**config.mk**
```make
export PLATFORM = sky130hd
export DESIGN_NAME = qpu_ifu_fetch_ctrl
export DESIGN_NICKNAME = d
export VERILOG_FILES = /design/src/rtl/qpu_ifu_fetch_ctrl.sv
export SDC_FILE = /design/constraint.sdc
export NUM_CORES = 1
export LEC_CHECK = 0
export ABC_AREA = 1
export BUFFER_PORTS_ARGS = -buffer_cell sky130_fd_sc_hd__buf_2
export CAP_MARGIN = 5
export CORE_MARGIN = 5
export CORE_UTILIZATION = 46
export DETAILED_ROUTE_END_ITERATION = 16
export MAX_ROUTING_LAYER = met4
export PLACE_DENSITY = 0.9
export RECOVER_POWER = 25
export SLEW_MARGIN = 10
export SYNTH_ARGS = -nofsm -noshare
export SYNTH_HDL_FRONTEND = slang
export SYNTH_SLANG_ARGS = --single-unit
export TNS_END_PERCENT = 10
```
**constraint.sdc**
```tcl
create_clock -name clk -period 1.65 [get_ports clk]
set_input_delay 0.0825 -clock clk [delete_from_list [all_inputs] [get_ports clk]]
set_output_delay 0.0825 -clock clk [all_outputs]
set_load 0.02 [all_outputs]
```
**src/rtl/qpu_ifu_fetch_ctrl.sv**
```systemverilog
// IFU fetch sequencer: one outstanding instruction-memory request, one-entry decoder buffer.
// Optional macro QPU_IFU_BPU_EN: follow lite-BPU taken predictions (op1+op2) for the next PC.
module qpu_ifu_fetch_ctrl #(
  parameter int unsigned             PC_SIZE  = 32'd32,
  parameter logic [PC_SIZE-1:0]      RESET_PC = PC_SIZE'(32'h0000_0000)
) (
  input  logic               clk,
  input  logic               rst,
  output logic               ifu_req_valid,
  input  logic               ifu_req_ready,
  output logic [PC_SIZE-1:0] ifu_req_pc,
  input  logic               ifu_rsp_valid,
  output logic               ifu_rsp_ready,
  input  logic [31:0]        ifu_rsp_instr,
  output logic [PC_SIZE-1:0] bpu_pc,
  input  logic               prdt_taken,
  input  logic [PC_SIZE-1:0] prdt_pc_add_op1,
  input  logic [PC_SIZE-1:0] prdt_pc_add_op2,
  output logic               ifu_o_valid,
  input  logic               ifu_o_ready,
  output logic [PC_SIZE-1:0] ifu_o_pc,
  output logic [31:0]        ifu_o_instr,
  output logic               ifu_o_prdt_taken,
  input  logic               pipe_flush_req,
  input  logic [PC_SIZE-1:0] pipe_flush_pc,
  output logic               pipe_flush_ack
);

  localparam logic [0:0] ST_REQ  = 1'b0;
  localparam logic [0:0] ST_WAIT = 1'b1;

  logic [0:0]         state_r;
  logic [0:0]         state_nxt_s;
  logic [PC_SIZE-1:0] fetch_pc_r;
  logic [PC_SIZE-1:0] fetch_pc_nxt_s;
  logic [PC_SIZE-1:0] inflight_pc_r;
  logic [PC_SIZE-1:0] seq_pc_s;
  logic [PC_SIZE-1:0] next_pc_s;
  logic               drop_r;
  logic               drop_nxt_s;
  logic               o_valid_r;
  logic               o_valid_nxt_s;
  logic [PC_SIZE-1:0] o_pc_r;
  logic [31:0]        o_instr_r;
  logic               in_req_s;
  logic               in_wait_s;
  logic               req_fire_s;
  logic               rsp_fire_s;
  logic               o_fire_s;
  logic               load_s;

  assign in_req_s   = (state_r == ST_REQ);
  assign in_wait_s  = (state_r == ST_WAIT);

  assign ifu_req_valid  = in_req_s & ~rst;
  assign ifu_req_pc     = fetch_pc_r;
  assign bpu_pc         = inflight_pc_r;
  // A discarded response never needs buffer space.
  assign ifu_rsp_ready  = in_wait_s & ~rst & (drop_r | ~o_valid_r | ifu_o_ready);
  assign pipe_flush_ack = 1'b1;

  assign req_fire_s = ifu_req_valid & ifu_req_ready;
  assign rsp_fire_s = ifu_rsp_valid & ifu_rsp_ready;
  assign o_fire_s   = o_valid_r & ifu_o_ready;
  assign load_s     = rsp_fire_s & ~drop_r & ~pipe_flush_req;

  assign seq_pc_s = inflight_pc_r + PC_SIZE'(3'd4);

`ifdef QPU_IFU_BPU_EN
  logic [PC_SIZE-1:0] pred_pc_s;
  logic               o_prdt_taken_r;

  assign pred_pc_s        = prdt_pc_add_op1 + prdt_pc_add_op2;
  assign next_pc_s        = prdt_taken ? pred_pc_s : seq_pc_s;
  assign ifu_o_prdt_taken = o_prdt_taken_r;

  // Prediction recorded alongside the buffered instruction
  always_ff @(posedge clk) begin
    if (rst) begin
      o_prdt_taken_r <= 1'b0;
    end else if (load_s) begin
      o_prdt_taken_r <= prdt_taken;
    end else begin
      o_prdt_taken_r <= o_prdt_taken_r;
    end
  end
`else
  logic unused_prdt_s;

  assign unused_prdt_s    = ^{prdt_taken, prdt_pc_add_op1, prdt_pc_add_op2};
  assign next_pc_s        = seq_pc_s;
  assign ifu_o_prdt_taken = 1'b0;
`endif

  // Flush target beats both prediction and sequential next PC.
  assign fetch_pc_nxt_s = pipe_flush_req                          ? pipe_flush_pc :
                          (in_wait_s & rsp_fire_s & ~drop_r)      ? next_pc_s     :
                                                                    fetch_pc_r;

  // Sequencer next state and pending-discard flag
  always_comb begin
    state_nxt_s = state_r;
    drop_nxt_s  = drop_r;
    case (state_r)
      ST_REQ: begin
        if (req_fire_s) begin
          state_nxt_s = ST_WAIT;
          drop_nxt_s  = pipe_flush_req;
        end else begin
          state_nxt_s = ST_REQ;
          drop_nxt_s  = 1'b0;
        end
      end
      ST_WAIT: begin
        if (rsp_fire_s) begin
          state_nxt_s = ST_REQ;
          drop_nxt_s  = 1'b0;
        end else begin
          state_nxt_s = ST_WAIT;
          drop_nxt_s  = drop_r | pipe_flush_req;
        end
      end
      default: begin
        state_nxt_s = ST_REQ;
        drop_nxt_s  = 1'b0;
      end
    endcase
  end

  // Buffer valid: flush clears, load wins over a same-cycle consume
  always_comb begin
    o_valid_nxt_s = o_valid_r;
    if (pipe_flush_req) begin
      o_valid_nxt_s = 1'b0;
    end else if (load_s) begin
      o_valid_nxt_s = 1'b1;
    end else if (o_fire_s) begin
      o_valid_nxt_s = 1'b0;
    end else begin
      o_valid_nxt_s = o_valid_r;
    end
  end

  // Sequencer state, fetch PC, in-flight PC and discard flag
  always_ff @(posedge clk) begin
    if (rst) begin
      state_r       <= ST_REQ;
      fetch_pc_r    <= RESET_PC;
      inflight_pc_r <= {PC_SIZE{1'b0}};
      drop_r        <= 1'b0;
    end else begin
      state_r    <= state_nxt_s;
      fetch_pc_r <= fetch_pc_nxt_s;
      drop_r     <= drop_nxt_s;
      if (req_fire_s) begin
        inflight_pc_r <= fetch_pc_r;
      end else begin
        inflight_pc_r <= inflight_pc_r;
      end
    end
  end

  // Decoder-facing buffer registers
  always_ff @(posedge clk) begin
    if (rst) begin
      o_valid_r <= 1'b0;
      o_pc_r    <= {PC_SIZE{1'b0}};
      o_instr_r <= 32'h0000_0000;
    end else begin
      o_valid_r <= o_valid_nxt_s;
      if (load_s) begin
        o_pc_r    <= inflight_pc_r;
        o_instr_r <= ifu_rsp_instr;
      end else begin
        o_pc_r    <= o_pc_r;
        o_instr_r <= o_instr_r;
      end
    end
  end

  assign ifu_o_valid = o_valid_r;
  assign ifu_o_pc    = o_pc_r;
  assign ifu_o_instr = o_instr_r;

endmodule

```
==> impl_metrics.json <==
{
  "status": "finished, final reports clean",
  "start_kind": "register",
  "rsz0062_at_grt": "true",
  "clock_skew_ns": 0.00821,
  "p_sw_w": 0.00204,
  "ys_ff_latch": 131,
  "ctsHtreeMaxLevel": 4,
  "p_per_area_nw_per_um2": 1080,
  "combPwrFrac_pct": 10.7,
  "numClockSinks": 131,
  "worstSkewPairLatency_ns": 0.41,
  "max_cap_violations": 0,
  "portBuffers": 200,
  "start_util_pct": 46.6,
  "synth.most_common_cell": "nor2_1",
  "cts_setup_buffers": 0,
  "die_h_um": 120,
  "power.share.clock_pct": 49.2,
  "synth.yosys.seq_area_share_pct": 47.0,
  "netlist_area_um2": 5580,
  "netSwitchingFraction_pct": 24.1,
  "synth-edff-count": 0,
  "timing_worst_setup_path_type": "register to register",
  "nNetsFinal": 1147,
  "power_frac_seq_pct": 40.0,
  "min_period_over_period_pct": 95.8,
  "drc": 0,
  "slowest_stage": "dfxtp_1",
  "r2r_cells": 10,
  "ios": 268,
  "vias_per_cell": 5.28,
  "vias": 6185,
  "coreArea_um2": 12000,
  "hold_class": "input port to register",
  "synth_common_cells": "142 x nor2_1, 131 x dfxtp_1, 129 x nand2_1",
  "dp_hpwl_um": 12600,
  "gp_congestion": 0.898,
  "ir_drop_uv": 610,
  "cts_buffers": 17,
  "async_reset_ff_share_pct": 0,
  "startpoint": "bpu_pc[3]",
  "p_int_w": 0.00643,
  "postSynthAreaPerCell_um2": 7.27,
  "critPathArrivalTime_ns": 1.87,
  "crit_path_end": "ifu_req_pc[30]",
  "yosys.area.top_type": "dfxtp_1",
  "fmax_ghz": 0.633,
  "drive_above_1_share_pct": 21.3,
  "cp_common_cell": "nand2_1",
  "cp_num_buf_inv": 0,
  "grt_max_degree": 64,
  "syn_inst": 767,
  "cts_tree": "done",
  "crit_chain": "ha_1 -> nand2_1 -> nor2_4 -> nand2_4 -> nor2_2 -> nand2_1 -> nand2_1 -> nand3_1 -> nand2_1 -> a21oi_1",
  "worstPathMaxFanout": 4,
  "relSlewSlack_pct": 65.9,
  "first_global_vias": 6133,
  "post_drt_wl_per_cell_um": 16.7,
  "worstPathRequired_ns": 1.94,
  "cts_root_buf": "clkbuf_16",
  "syn-num-nets": 903,
  "setup_viol": 0,
  "finalPower_w": 0.00847,
  "p_leak_nw": 3.53,
  "grt_pass1_wl_um": 31000,
  "postLayoutCoreUtil_pct": 65.3,
  "dr.pass1.iters": 5,
  "num_rows": 40,
  "synth_ff_type": "dfxtp_1",
  "cts.path.max_buffers": 2,
  "yosys-top-cells-area": "dfxtp_1 47%, o21ai_0 10%, nor2_1 9.6%",
  "crit_family": "simple AND/OR/NAND/NOR gates",
  "yosys_warnings": 0,
  "antenna_found_initial": 1,
  "place_worst_setup_slack_ns": 0.0485,
  "die_w_um": 120,
  "critPathMaxStageDelay_ns": 0.35,
  "rr_startpoint": "bpu_pc[3]",
  "worst_slack_ns": 0.0698,
  "dieArea_um2": 14400,
  "postRouteAntennaNets": 0,
  "reg2reg_setup_slack_ns": 0.07,
  "min_period_ns": 1.58,
  "cp-end-kind": "register",
  "r2r_end": "ifu_req_pc[30]",
  "track_usage_pct": 27.9,
  "ys_types": 32,
  "finalMaxSlewViolations": 0,
  "wirelength_um": 19600,
  "areaGrowthSynthToFinish_pct": 40.1,
  "cp.depth": 10,
  "drt_iter0_markers": 506,
  "clk_pin_slew_ns": 0.06,
  "tightest_slew_ns": 0.511,
  "gr-total-overflow": 0,
  "synth_top_area_share_pct": 47.0,
  "hold_violations": 0
}
[logic make-up after synthesis]
logic type      after synthesis  share of synthesized area (%)
xor+xnor                     14                           2.20
other cells                   2                          0.135
simple gates                335                           25.2
buf+inv                     104                           8.66
fa+ha+maj                     1                          0.224
compound gates              180                           16.6
flops                       131                           47.0
[flip-flops by register name, indices dropped and copies added, names as in the netlist]
register and count:
ifu_o_instr 32, drop_r 1, in_wait_s 1, ifu_req_pc 32, ifu_o_pc 32, bpu_pc 32
ifu_o_valid 1
[tightest hold or removal path, cell delays in order]
cell     delay (ns)
buf_2          0.07
nand2_1        0.04
o21ai_0        0.06
a21oi_1        0.04
nor2_1         0.08
[power by group through the flow]
stage               Combinational, W  Clock, W  Sequential (W)
global route                0.000990   0.00436         0.00340
detailed placement          0.000822         0         0.00345
CTS                         0.000902   0.00420         0.00338
finish                      0.000911   0.00417         0.00339
floorplan                   0.000325         0         0.00359
global placement            0.000810         0         0.00344
[routing by layer]
layer	up-vias	track usage (%)	wire (um)
li1	2967	-	-
met1	2798	32.6	7680
met2	374	45.6	9330
met3	46	6.97	1910
met4	0	12.2	643
met5	-	-	0
[through the flow]
step                      TNS (ns)  hold slack, ns  std cells  cell area, um2
after floorplan                  0           0.217        767            5580
after global placement           0           0.301       1098            6790
after detailed placement         0           0.310       1098            6790
after CTS                        0        0.000334       1171            7850
after global routing        -0.141          0.0286       1172            7810
final                            0         0.00670       1172            7810
[timing repair]
action | in CTS | in global routing
hold endpoints to repair | 41 | 0
setup endpoints to repair | 0 | 63
resized for setup | 0 | 13
hold buffers | 41 | 0
[layout make-up]
| class | instances | area (um2) |
|---|---|---|
| diodes | 1 | 2.50 |
| well taps | 147 | 184 |
| multi-input cells | 532 | 2500 |
| flip-flops and latches | 131 | 2630 |
| clock buffers | 23 | 478 |
| inverters | 58 | 220 |
| fillers | 962 | 4150 |
| clock inverters | 9 | 175 |
| repair buffers | 271 | 1630 |
[worst min path at each step]
stage	start	to	cells after the start
6_report	pipe_flush_pc[13]	ifu_req_pc[13]	5
5_1_grt	pipe_flush_pc[14]	ifu_req_pc[14]	5
4_1_cts	pipe_flush_pc[31]	ifu_req_pc[31]	5
3_5_place_dp	ifu_rsp_instr[4]	ifu_o_instr[4]	3
3_3_place_gp	ifu_rsp_instr[7]	ifu_o_instr[7]	3
2_1_floorplan	ifu_rsp_instr[14]	ifu_o_instr[14]	2
[placed cells by master (no fill, tap or decap), types with 3 or more instances in the layout]
master / count
clkbuf_16: 17
dfxtp_2: 3
xor2_1: 13
a211oi_1: 4
nand2_1: 128
dfxtp_1: 128
nor2_4: 9
bufinv_16: 5
o21ai_0: 111
dlygate4sd3_1: 41
inv_1: 54
a21oi_1: 56
buf_12: 5
a31oi_1: 7
nor2_1: 140
nand3_1: 46
clkbuf_1: 67
buf_2: 136
buf_4: 24
clkbuf_8: 3
nand2_2: 3
Note: power is estimated with default switching activity, not from simulation.
